### config.mk
export PLATFORM = sky130hd
export DESIGN_NAME = store_buffer_flat
export DESIGN_NICKNAME = d
export VERILOG_FILES = /design/src/rtl/mips_mem_pkg.sv /design/src/rtl/store_buffer_if.sv /design/src/rtl/store_buffer_match.sv /design/src/rtl/store_buffer.sv /design/src/flat_wrapper.sv
export SDC_FILE = /design/constraint.sdc
export NUM_CORES = 1
export LEC_CHECK = 0
export CAP_MARGIN = 10
export CORE_MARGIN = 2
export CORE_UTILIZATION = 42
export DETAILED_ROUTE_END_ITERATION = 8
export SYNTH_ARGS = -nofsm -noshare
export SYNTH_HDL_FRONTEND = slang
export SYNTH_SLANG_ARGS = --single-unit
export TNS_END_PERCENT = 30
### constraint.sdc
create_clock -name clk -period 3.2 [get_ports clk]
set_clock_uncertainty 0.15 [all_clocks]
set_input_delay 0.32 -clock clk [delete_from_list [all_inputs] [get_ports clk]]
set_output_delay 0.32 -clock clk [all_outputs]
set_load 0.05 [all_outputs]
### src/rtl/mips_mem_pkg.sv
// Shared types for the MEM-stage store path: store size encoding, buffer entry, alignment check.
// Latency: n/a (types and a pure function only).
// Backpressure: n/a.
package mips_mem_pkg;

    localparam int SB_AW = 32;
    localparam int SB_DW = 32;

    // Same encoding as the pipeline's memwrite field.
    typedef enum logic [1:0] {
        MEM_NONE = 2'b00,
        MEM_BYTE = 2'b01,
        MEM_HALF = 2'b10,
        MEM_WORD = 2'b11
    } mem_size_t;

    typedef struct packed {
        mem_size_t         size;
        logic [SB_AW-1:0]  addr;
        logic [SB_DW-1:0]  data;
    } sb_entry_t;

    // Halfwords need an even address, words a 4-byte aligned one; bytes always fit.
    function automatic logic is_aligned(input mem_size_t size, input logic [1:0] lo);
        case (size)
            MEM_HALF: return lo[0] == 1'b0;
            MEM_WORD: return lo == 2'b00;
            default:  return 1'b1;
        endcase
    endfunction

endpackage

### src/rtl/store_buffer_if.sv
// Bundle of the store offer, memory drain port and load-check signals around the store buffer.
// Latency: n/a (wiring only).
// Backpressure: stall toward the pipeline, mem_ready from memory.
interface store_buffer_if #(
    parameter int AW = 32,
    parameter int DW = 32
);
    logic [1:0]    st_size;
    logic [AW-1:0] st_addr;
    logic [DW-1:0] st_data;
    logic          stall;
    logic          misalign;

    logic [1:0]    mem_we;
    logic [AW-1:0] mem_addr;
    logic [DW-1:0] mem_wdata;
    logic          mem_ready;

    logic          ld_req;
    logic [AW-1:0] ld_addr;
    logic          ld_hazard;
    logic          fwd_hit;
    logic [DW-1:0] fwd_data;

    // Pipeline / memory side.
    modport master (
        output st_size, st_addr, st_data, mem_ready, ld_req, ld_addr,
        input  stall, misalign, mem_we, mem_addr, mem_wdata, ld_hazard, fwd_hit, fwd_data
    );

    // Store buffer side.
    modport slave (
        input  st_size, st_addr, st_data, mem_ready, ld_req, ld_addr,
        output stall, misalign, mem_we, mem_addr, mem_wdata, ld_hazard, fwd_hit, fwd_data
    );
endinterface

### src/rtl/store_buffer_match.sv
// Word-address compare of a load against every valid entry, plus youngest-match select.
// Latency: combinational.
// Backpressure: none.
module store_buffer_match
    import mips_mem_pkg::*;
#(
    parameter int DEPTH = 4,
    parameter int AW    = 32
) (
    input  sb_entry_t                ent [DEPTH],
    input  logic [DEPTH-1:0]         valid,
    input  logic [$clog2(DEPTH)-1:0] tail,
    input  logic [AW-3:0]            ld_word,
    output logic [DEPTH-1:0]         hit,
    output mem_size_t                young_size,
    output logic [SB_DW-1:0]         young_data
);
    localparam int PW = $clog2(DEPTH);

    logic          unused_lo;
    logic [PW-1:0] idx;

    // Per-entry word-address match; byte offset within the word is ignored.
    always_comb begin
        hit       = '0;
        unused_lo = 1'b0;
        for (int i = 0; i < DEPTH; i++) begin
            hit[i]    = valid[i] && (ent[i].addr[AW-1:2] == ld_word);
            unused_lo = unused_lo ^ (^ent[i].addr[1:0]);
        end
    end

    // Walk from oldest (tail - DEPTH) to youngest (tail - 1); the last hit seen wins.
    always_comb begin
        young_size = MEM_NONE;
        young_data = '0;
        idx        = '0;
        for (int k = DEPTH; k >= 1; k--) begin
            idx = tail - PW'(k);
            if (hit[idx]) begin
                young_size = ent[idx].size;
                young_data = ent[idx].data;
            end
        end
    end

endmodule

### src/rtl/store_buffer.sv
// Posted-write FIFO between MEM stage and data memory; flags loads that hit pending stores (STORE_BUF_FWD_EN adds word forwarding).
// Latency: a store offered to an empty buffer is on mem_* the next cycle; one drain per cycle with mem_ready high.
// Backpressure: stall only when full with an aligned offer and no drain that cycle; mem_* hold while mem_ready is low.
module store_buffer
    import mips_mem_pkg::*;
#(
    parameter int DEPTH = 4,
    parameter int AW    = 32,
    parameter int DW    = 32
) (
    input  logic                       clk,
    input  logic                       reset,
    store_buffer_if.slave              bus,
    output logic                       empty,
    output logic [$clog2(DEPTH+1)-1:0] count
);
    localparam int PW = $clog2(DEPTH);
    localparam int CW = $clog2(DEPTH+1);

    sb_entry_t        ent [DEPTH];
    logic [PW-1:0]    head;
    logic [PW-1:0]    tail;
    logic [CW-1:0]    cnt;
    logic [DEPTH-1:0] valid;
    logic [PW-1:0]    off;

    mem_size_t        st_size;
    logic             offer;
    logic             aligned;
    logic             full;
    logic             drain;
    logic             enq;

    logic [DEPTH-1:0] hit;
    logic             any_hit;
    mem_size_t        young_size;
    logic [SB_DW-1:0] young_data;
    logic             unused_ld;

    assign st_size = mem_size_t'(bus.st_size);
    assign offer   = (st_size != MEM_NONE);
    assign aligned = offer && is_aligned(st_size, bus.st_addr[1:0]);

    assign empty = (cnt == '0);
    assign full  = (cnt == CW'(DEPTH));
    assign count = cnt;

    // Head entry is presented directly; all zero when nothing is pending.
    assign bus.mem_we    = empty ? 2'b00 : ent[head].size;
    assign bus.mem_addr  = empty ? '0 : ent[head].addr[AW-1:0];
    assign bus.mem_wdata = empty ? '0 : ent[head].data[DW-1:0];

    assign drain        = !empty && bus.mem_ready;
    assign enq          = aligned && (!full || drain);
    assign bus.stall    = full && aligned && !drain;
    assign bus.misalign = offer && !aligned;

    // Entry i is occupied when its distance from head is below the count.
    always_comb begin
        valid = '0;
        off   = '0;
        for (int i = 0; i < DEPTH; i++) begin
            off      = PW'(i) - head;
            valid[i] = CW'(off) < cnt;
        end
    end

    // FIFO state: write at tail, retire at head, count tracks the net change.
    always_ff @(posedge clk or negedge reset) begin
        if (!reset) begin
            head <= '0;
            tail <= '0;
            cnt  <= '0;
            for (int i = 0; i < DEPTH; i++) begin
                ent[i] <= '0;
            end
        end else begin
            if (enq) begin
                ent[tail] <= '{size: st_size, addr: SB_AW'(bus.st_addr), data: SB_DW'(bus.st_data)};
                tail      <= tail + 1'b1;
            end
            if (drain) begin
                head <= head + 1'b1;
            end
            if (enq && !drain) begin
                cnt <= cnt + 1'b1;
            end else if (!enq && drain) begin
                cnt <= cnt - 1'b1;
            end
        end
    end

    store_buffer_match #(
        .DEPTH (DEPTH),
        .AW    (AW)
    ) u_match (
        .ent        (ent),
        .valid      (valid),
        .tail       (tail),
        .ld_word    (bus.ld_addr[AW-1:2]),
        .hit        (hit),
        .young_size (young_size),
        .young_data (young_data)
    );

    assign any_hit   = |hit;
    assign unused_ld = ^bus.ld_addr[1:0];

`ifdef STORE_BUF_FWD_EN
    // Only a full-word youngest match can supply the whole load word.
    assign bus.fwd_hit  = bus.ld_req && any_hit && (young_size == MEM_WORD);
    assign bus.fwd_data = bus.fwd_hit ? young_data[DW-1:0] : '0;
`else
    logic unused_fwd;
    assign bus.fwd_hit  = 1'b0;
    assign bus.fwd_data = '0;
    assign unused_fwd   = ^{young_size, young_data};
`endif

    assign bus.ld_hazard = bus.ld_req && any_hit && !bus.fwd_hit;

endmodule

### src/flat_wrapper.sv
// flat-port wrapper written by rule: the top's interface ports become plain ports
module store_buffer_flat import mips_mem_pkg::*;
#(
    parameter int DEPTH = 4,
    parameter int AW    = 32,
    parameter int DW    = 32
)
  (clk, reset, empty, count, bus_st_size, bus_st_addr, bus_st_data, bus_mem_ready, bus_ld_req, bus_ld_addr, bus_stall, bus_misalign, bus_mem_we, bus_mem_addr, bus_mem_wdata, bus_ld_hazard, bus_fwd_hit, bus_fwd_data);
  store_buffer_if #(.AW(AW), .DW(DW)) bus_i ();
  input  logic clk;
  input  logic reset;
  output logic empty;
  output logic [$clog2(DEPTH+1)-1:0] count;
  input wire logic [$bits(bus_i.st_size)-1:0] bus_st_size;
  input wire logic [$bits(bus_i.st_addr)-1:0] bus_st_addr;
  input wire logic [$bits(bus_i.st_data)-1:0] bus_st_data;
  input wire logic [$bits(bus_i.mem_ready)-1:0] bus_mem_ready;
  input wire logic [$bits(bus_i.ld_req)-1:0] bus_ld_req;
  input wire logic [$bits(bus_i.ld_addr)-1:0] bus_ld_addr;
  output wire logic [$bits(bus_i.stall)-1:0] bus_stall;
  output wire logic [$bits(bus_i.misalign)-1:0] bus_misalign;
  output wire logic [$bits(bus_i.mem_we)-1:0] bus_mem_we;
  output wire logic [$bits(bus_i.mem_addr)-1:0] bus_mem_addr;
  output wire logic [$bits(bus_i.mem_wdata)-1:0] bus_mem_wdata;
  output wire logic [$bits(bus_i.ld_hazard)-1:0] bus_ld_hazard;
  output wire logic [$bits(bus_i.fwd_hit)-1:0] bus_fwd_hit;
  output wire logic [$bits(bus_i.fwd_data)-1:0] bus_fwd_data;
  assign bus_i.st_size = bus_st_size;
  assign bus_i.st_addr = bus_st_addr;
  assign bus_i.st_data = bus_st_data;
  assign bus_i.mem_ready = bus_mem_ready;
  assign bus_i.ld_req = bus_ld_req;
  assign bus_i.ld_addr = bus_ld_addr;
  assign bus_stall = bus_i.stall;
  assign bus_misalign = bus_i.misalign;
  assign bus_mem_we = bus_i.mem_we;
  assign bus_mem_addr = bus_i.mem_addr;
  assign bus_mem_wdata = bus_i.mem_wdata;
  assign bus_ld_hazard = bus_i.ld_hazard;
  assign bus_fwd_hit = bus_i.fwd_hit;
  assign bus_fwd_data = bus_i.fwd_data;
  store_buffer #(.DEPTH(DEPTH), .AW(AW), .DW(DW)) u_core (.clk(clk), .reset(reset), .bus(bus_i), .empty(empty), .count(count));
endmodule
==> results of run 1 <==
## area by class of cell
cell class	count	area [um^2]	area share, %
multi-input combinational	634	7320	40.71
sequential	271	6789	37.76
timing repair buffer	218	2200	12.23
clock buffer	46	912.1	5.073
tap	455	569.3	3.166
clock inverter	11	142.6	0.7933
inverter	10	37.54	0.2088
antenna	4	10.01	0.05567
## per-stage QoR
stage | util [%] | instance area [um^2] | worst slack [ns] | cells | hold slack (ns)
floorplan | - | 14910 | 0.4277 | 999 | -0.1256
global placement | 48.52 | 16800 | 0.2229 | 1583 | 0.2557
detailed placement | 48.52 | 16800 | 0.2214 | 1583 | 0.2660
CTS | 51.82 | 17950 | 0.002051 | 1645 | 0.2531
global route | 51.90 | 17970 | 0.01602 | 1646 | 0.2822
finish | 51.92 | 17980 | 0.09388 | 1649 | 0.2266
## worst paths after layout
kind	start	to	cells after the start	slack, ns
min reg2reg	u_core.ent[88]	u_core.ent[88]	1	0.35
min in group clk	bus_st_data[31]	u_core.ent[229]	2	0.30
max reg2reg	u_core.count[2]	u_core.ent[251]	6	0.82
max in group asynchronous	reset	u_core.ent[30]	3	1.83
max	u_core.head[1]	bus_mem_addr[9]	4	0.09
min	reset	u_core.ent[200]	2	0.23
## worst max-delay path: stages (launching register included)
cell             delay [ns]
dfrtp_4                0.61
buf_4                  0.26
mux4_2                 0.33
and2_1                 0.17
clkdlybuf4s50_1        0.69
## logic make-up (layout without fill, tap and decap cells)
group,Yosys count,count (layout),share of synthesized area (%)
compound gates,12,12,0.5074
xor+xnor,127,127,7.519
fa+ha+maj,10,10,0.8965
buf+inv,94,285,5.692
flops,271,271,45.84
mux,331,331,34.28
other cells,1,37,0.02535
simple gates,121,121,5.244
## layout by cell type, fill, tap and decap left out, drive strengths merged, types with 3 or more instances in the layout
cell / synthesis / routed
a2111oi: 4 / 4
clkinv: 0 / 5
clkbuf: 14 / 46
buf: 70 / 99
clkdlybuf4s50: 0 / 118
inv: 10 / 12
nand3: 5 / 5
diode: 0 / 4
nand4: 8 / 8
dfrtp: 271 / 271
ha: 9 / 9
xor2: 113 / 113
xnor2: 14 / 14
and2: 70 / 70
a21oi: 7 / 7
conb: 1 / 33
bufinv: 0 / 3
mux4: 66 / 66
mux2: 265 / 265
nor4: 25 / 25
nor3: 5 / 5
## repair_timing
action | in CTS | in global routing
endpoints found under the setup margin | 54 | 1
hold endpoints to repair | 88 | 0
hold buffers | 1 | 0
gates cloned | 0 | 0
gates resized for setup | 1 | 7
buffers inserted | 4 | 0
## registers in the layout (all words and copies together) (netlist names)
register	flops
u_core.tail	2
u_core.count	3
u_core.head	2
u_core.ent	264
## layer usage
layer	GRT usage, %	up-vias
met5	0	-
met4	5.030	0
met3	3.983	56
met2	32.80	196
met1	30.14	4511
li1	-	3816
==> out/qor.txt, run 1 <==
ROUTE
---------------------------------------------------------------------------------
Detailed route wirelength on metal3 ................................      2100 um
Count of unresolved DRC violations after routing ...................            0
ANT nets after route ...............................................            0
Highest routing layer actually used ................................         met4
Router iterations before antenna repair ............................            5
DR vias ............................................................        8,579
First-iteration detailed-routing DRC count .........................          455
Met2 layer wire length in the routed design ........................    17,940 um
Met1 wire length ...................................................    17,060 um
Mean routed wirelength per cell ....................................     22.98 um
Routed wire length .................................................    37,890 um
Detail-routed via count per cell ...................................        5.203

FINAL LAYOUT
---------------------------------------------------------------------------------
Filler Cell Count ..................................................        2,929
Total Nets Final ...................................................        1,278
Synth-to-Final Area Change .........................................       21.53%
Share of cells above drive strength 1 ..............................       41.60%

YOSYS
---------------------------------------------------------------------------------
Cells taking the most area after synthesis ......................... dfrtp_1 (46%), mux2_4 (16%), mux4_2 (10%)
Cell Area, Synth ...................................................  14,790 um^2
Cell accounting for the most synthesized area ......................      dfrtp_1
Instance count of the mapped netlist ...............................          967
Syn avg cell area ..................................................   15.30 um^2
Yosys reg bits .....................................................          271
Synth top area share ...............................................       45.84%
Async set-reset flop share out of synthesis ........................       100.0%
Total of warnings raised by yosys ..................................            0
Seq/Total Area, Yosys ..............................................       45.84%
Number of enable-type register cells in the synthesized netlist ....            0
Top flip-flop cell by instance count after synthesis ...............      dfrtp_1
Commonest cells in the netlist ..................................... dfrtp_1 (271), mux2_4 (160), xor2_1 (113), mux2_2 (105)
Dominant cell by count in the synthesized netlist ..................      dfrtp_1
Unique cell type count in the Yosys netlist ........................           33

HOLD PATH
---------------------------------------------------------------------------------
Class of the tightest hold or removal check ........................     in2async

PLACED DESIGN
---------------------------------------------------------------------------------
Final weighted congestion of routability-driven global placement ...       0.8784
Half-perimeter wire length after placement .........................    25,430 um
Quantity of I/O buffers inserted on ports ..........................          172

TIMING
---------------------------------------------------------------------------------
Number of failing hold endpoints at the final stage ................            0
Period utilization .................................................       97.07%
Worst relative slew slack ..........................................       50.68%
Setup TNS ..........................................................         0 ns
Fmax ...............................................................    321.9 MHz
Final Setup Violations .............................................            0
Pins over their slew limit .........................................            0
Slew of the pin with the lowest slew margin ........................    0.7398 ns
Setup repair after global routing missed its margin ................        false
Final critical path time including I/O delays and setup ............     3.106 ns

CLOCKING
---------------------------------------------------------------------------------
Clock tree from TritonCTS ..........................................          yes
Total clock sinks ..................................................          271
Source-to-sink clock delay at the later pin of the worst-skew pair .      0.56 ns
CTS clk-pin slew, worst paths ......................................      0.06 ns
Number of buffers between clock root and the deepest sink ..........            3
CTS buffer count ...................................................           31
Number of H-tree levels ............................................            1
CTS Root Buffer Type ...............................................    clkbuf_16

WORST SETUP PATH
---------------------------------------------------------------------------------
Arrival time reported for the critical path endpoint ...............      2.64 ns
Critical path endpoint category ....................................   output pin
Critical setup path kind ...........................................      reg2out
Highest fanout seen on the critical path ...........................           14
Required time of the critical path .................................      2.73 ns
Critical path startpoint category ..................................    flip-flop

GLOBAL ROUTING
---------------------------------------------------------------------------------
Initial antenna violation count ....................................            4
Vias in the first global route .....................................        9,062
Global route overflow ..............................................            0
Overall global routing resource usage ..............................       20.96%
Wire length of the first global-routing pass .......................    57,610 um
Pin count of the biggest net entering global routing ...............           92

FLOORPLANNING
---------------------------------------------------------------------------------
Starting density of the core .......................................       42.72%
Number of placement rows ...........................................           68
Core area ..........................................................  34,630 um^2
Height of the die ..................................................     191.7 um
Floorplan die width ................................................     191.7 um
Floorplan die area .................................................  36,740 um^2
Number of primary I/O pins .........................................          208

OUTCOME
---------------------------------------------------------------------------------
Outcome ............................................................ finished, final reports clean

RUN
---------------------------------------------------------------------------------
Max-Cap Viols ......................................................            0

Power of run 1 is left out: the tool's default activity adds up to more than one toggle a clock period on the data nets, which glitch-free logic cannot reach.
==> run 2: changes to the inputs <==
--- a/config.mk
+++ b/config.mk
@@ -9,7 +9,9 @@
 export CORE_MARGIN = 2
 export CORE_UTILIZATION = 42
 export DETAILED_ROUTE_END_ITERATION = 8
+export PLACE_DENSITY = 0.65
 export SYNTH_ARGS = -nofsm -noshare
 export SYNTH_HDL_FRONTEND = slang
+export SYNTH_HIERARCHICAL = 1
 export SYNTH_SLANG_ARGS = --single-unit
 export TNS_END_PERCENT = 30
==> out/qor.txt, run 2 <==
WORST SETUP PATH
---------------------------------------------------------------------------------
Critical setup path kind ...........................................      reg2out
Worst R2R End ...................................................... u_core/count[1]
Required time of the critical path .................................      2.73 ns   about the same
Highest fanout seen on the critical path ...........................            3   -11
Worst reg2reg path startpoint ...................................... u_core/count[0]
R2r setup slk ......................................................      0.44 ns   -0.38 ns
Critical path startpoint category ..................................    flip-flop
Critical path endpoint category ....................................   output pin
Arrival time reported for the critical path endpoint ...............      2.92 ns   +0.28 ns
Number of cells on the worst reg-to-reg path .......................            6   unchanged

ROUTE
---------------------------------------------------------------------------------
Detail-routed via count per cell ...................................        5.191   -0.22%
ANT nets after route ...............................................            0   unchanged
Routed wire length .................................................    35,830 um   -5.4%
First-iteration detailed-routing DRC count .........................          428   -5.9%
Mean routed wirelength per cell ....................................     21.85 um   -4.9%
DR vias ............................................................        8,513   -0.77%
Count of unresolved DRC violations after routing ...................            0   unchanged
Router iterations before antenna repair ............................            4   -1

PLACED DESIGN
---------------------------------------------------------------------------------
Half-perimeter wire length after placement .........................    24,270 um   -4.6%
Final weighted congestion of routability-driven global placement ...       0.8188   -6.8%
Post-placement worst setup slack ...................................    0.2258 ns   +0.004395 ns
DP Cell Count ......................................................        1,581   -0.13%
Placed cell areas ..................................................  16,890 um^2   +0.51%
Quantity of I/O buffers inserted on ports ..........................          172   unchanged

CLOCKING
---------------------------------------------------------------------------------
Number of buffers between clock root and the deepest sink ..........            3   unchanged
CTS clk-pin slew, worst paths ......................................      0.05 ns   about the same
Clock tree from TritonCTS ..........................................          yes
CTS buffer count ...................................................           31   unchanged
Total clock sinks ..................................................          271   unchanged
Number of H-tree levels ............................................            1   unchanged
Source-to-sink clock delay at the later pin of the worst-skew pair .      0.55 ns   about the same
CTS Root Buffer Type ...............................................    clkbuf_16

GLOBAL ROUTING
---------------------------------------------------------------------------------
Initial antenna violation count ....................................            3   -1
Global route overflow ..............................................            0   unchanged
Wire length of the first global-routing pass .......................    54,980 um   -4.6%
Pin count of the biggest net entering global routing ...............           73   -21%
Vias in the first global route .....................................        9,133   +0.78%
Overall global routing resource usage ..............................       19.61%   -1.4 points

FINAL LAYOUT
---------------------------------------------------------------------------------
Highest-count cells in the layout ignoring fill and taps ........... dfrtp_1 (268), mux2_4 (160), clkdlybuf4s50_1 (117)
Share of cells above drive strength 1 ..............................       39.51%   -2.1 points
Synth-to-Final Area Change .........................................       20.68%
Total Nets Final ...................................................        1,268   -0.78%
Largest register FFs ...............................................          264   unchanged
Most common cell after layout, fill and taps aside .................      dfrtp_1
Cell area after layout .............................................  18,000 um^2   +0.13%
Final non-filler cell total ........................................        1,640   -0.55%
Largest reg by FF count ............................................   u_core/ent

FLOORPLANNING
---------------------------------------------------------------------------------
Height of the die ..................................................     192.5 um   +0.40%
Number of primary I/O pins .........................................          208   unchanged
Starting density of the core .......................................       42.25%   -0.48 points
Core area ..........................................................  35,310 um^2   +2.0%
Floorplan die area .................................................  37,040 um^2   +0.81%
Number of placement rows ...........................................           69   +1.5%
Floorplan die width ................................................     192.5 um   +0.40%

TIMING
---------------------------------------------------------------------------------
Final critical path time including I/O delays and setup ............     3.391 ns   +0.2845 ns
Period utilization .................................................       106.0%   +8.9 points
Worst Hold Slack ...................................................    0.1506 ns   -0.07604 ns
Setup repair after global routing missed its margin ................         true
Slew of the pin with the lowest slew margin ........................    0.8411 ns   +0.1013 ns
Setup TNS ..........................................................   -0.9562 ns   -0.9562 ns
Fmax ...............................................................    294.9 MHz   -8.4%
Worst relative slew slack ..........................................       43.91%   -6.8 points
Final Setup Violations .............................................           17   +17
Number of failing hold endpoints at the final stage ................            0   unchanged
Post-route worst setup slack .......................................   -0.1906 ns   -0.2845 ns
Pins over their slew limit .........................................            0   unchanged

YOSYS
---------------------------------------------------------------------------------
Total of warnings raised by yosys ..................................            6   +6
Cell Area, Synth ...................................................  14,920 um^2   +0.83%
Instance count of the mapped netlist ...............................          973   +0.62%
Syn avg cell area ..................................................   15.33 um^2   +0.21%

OUTCOME
---------------------------------------------------------------------------------
Outcome ............................................................ finished with violations
Failing checks ..................................................... negative setup slack

HOLD PATH
---------------------------------------------------------------------------------
Class of the tightest hold or removal check ........................     in2async

POWER AND IR DROP
---------------------------------------------------------------------------------
Leak ...............................................................     8.004 nW
Areal power density over the cells ................................. 1308 nW/um^2
Worst-case vdd ir drop .............................................   0.001026 V

RUN
---------------------------------------------------------------------------------
Max-Cap Viols ......................................................            0   unchanged

## run 2: changes by cell type in the layout (fill, tap and decap cells not counted), sizes merged, moves of 5 or more
cell,previous run,this run
xor2,113,56
dlygate4sd2,0,5
xnor2,14,71
buf,99,83
nand4,8,21
nor4,25,15
or2,0,5
## run 2: worst max-delay path by stage
stage,cells after the start,end,slack [ns],start
6_report,10,bus_ld_hazard,-0.19,u_core/head[0]
5_1_grt,10,bus_ld_hazard,-0.31,u_core/head[0]
4_1_cts,10,bus_ld_hazard,-0.23,u_core/head[0]
3_5_place_dp,7,u_core/count[1],0.23,bus_mem_ready
3_3_place_gp,7,u_core/count[1],0.27,bus_mem_ready
2_1_floorplan,12,bus_ld_hazard,0.15,u_core/head[1]
## run 2: cell type report
cell class              count  area (um^2)
diodes                      2        5.005
clock buffers              46        932.1
clock inverters             8        98.84
fillers                  2983        17310
inverters                  10        37.54
multi-input cells         635         7416
flip-flops and latches    271         6790
well taps                 461        576.8
repair buffers            207         2146
## run 2: worst max-delay path: stages (launching register included)
cell	delay, ns
dfrtp_4	0.52
xor2_2	0.19
ha_1	0.29
a21oi_2	0.12
or2_4	0.13
nand4_1	0.11
or4_4	0.44
or2_0	0.20
inv_1	0.06
o41a_4	0.17
buf_12	0.13
## run 2: where the power goes
group | switching [mW] | internal, mW
sequential | 1.32 | 5.23
clock | 1.40 | 2.15
combinational | 6.97 | 6.47
total | 9.70 | 13.9
## run 2: timing repair
item,in CTS,in global routing
gates resized for setup,9,3
hold buffers,1,0
pin swaps,0,1
endpoints found under the hold margin,62,0
cloned,1,0
setup buffers,1,0
setup endpoints to repair,22,19
## run 2: metal layers
layer  wire, um  global-route usage [%]  part of all wire, %  vias up
met3       2282                   4.419                  6.4       43
met1      16020                   27.52                   45     4435
met4        739                   4.404                  2.1        2
li1           -                       -                    -     3808
met5         13                       0                0.036        -
met2      16770                   31.09                   47      225
## run 2: metrics by stage
stage / power, mW / utilization [%]
2_1_floorplan: 16.46 / -
6_report: 23.55 / 50.98
3_5_place_dp: 20.03 / 47.83
5_1_grt: 24.81 / 50.98
3_3_place_gp: 19.87 / 47.83
4_1_cts: 23.78 / 50.95
Note: power is estimated with default switching activity, not from simulation.
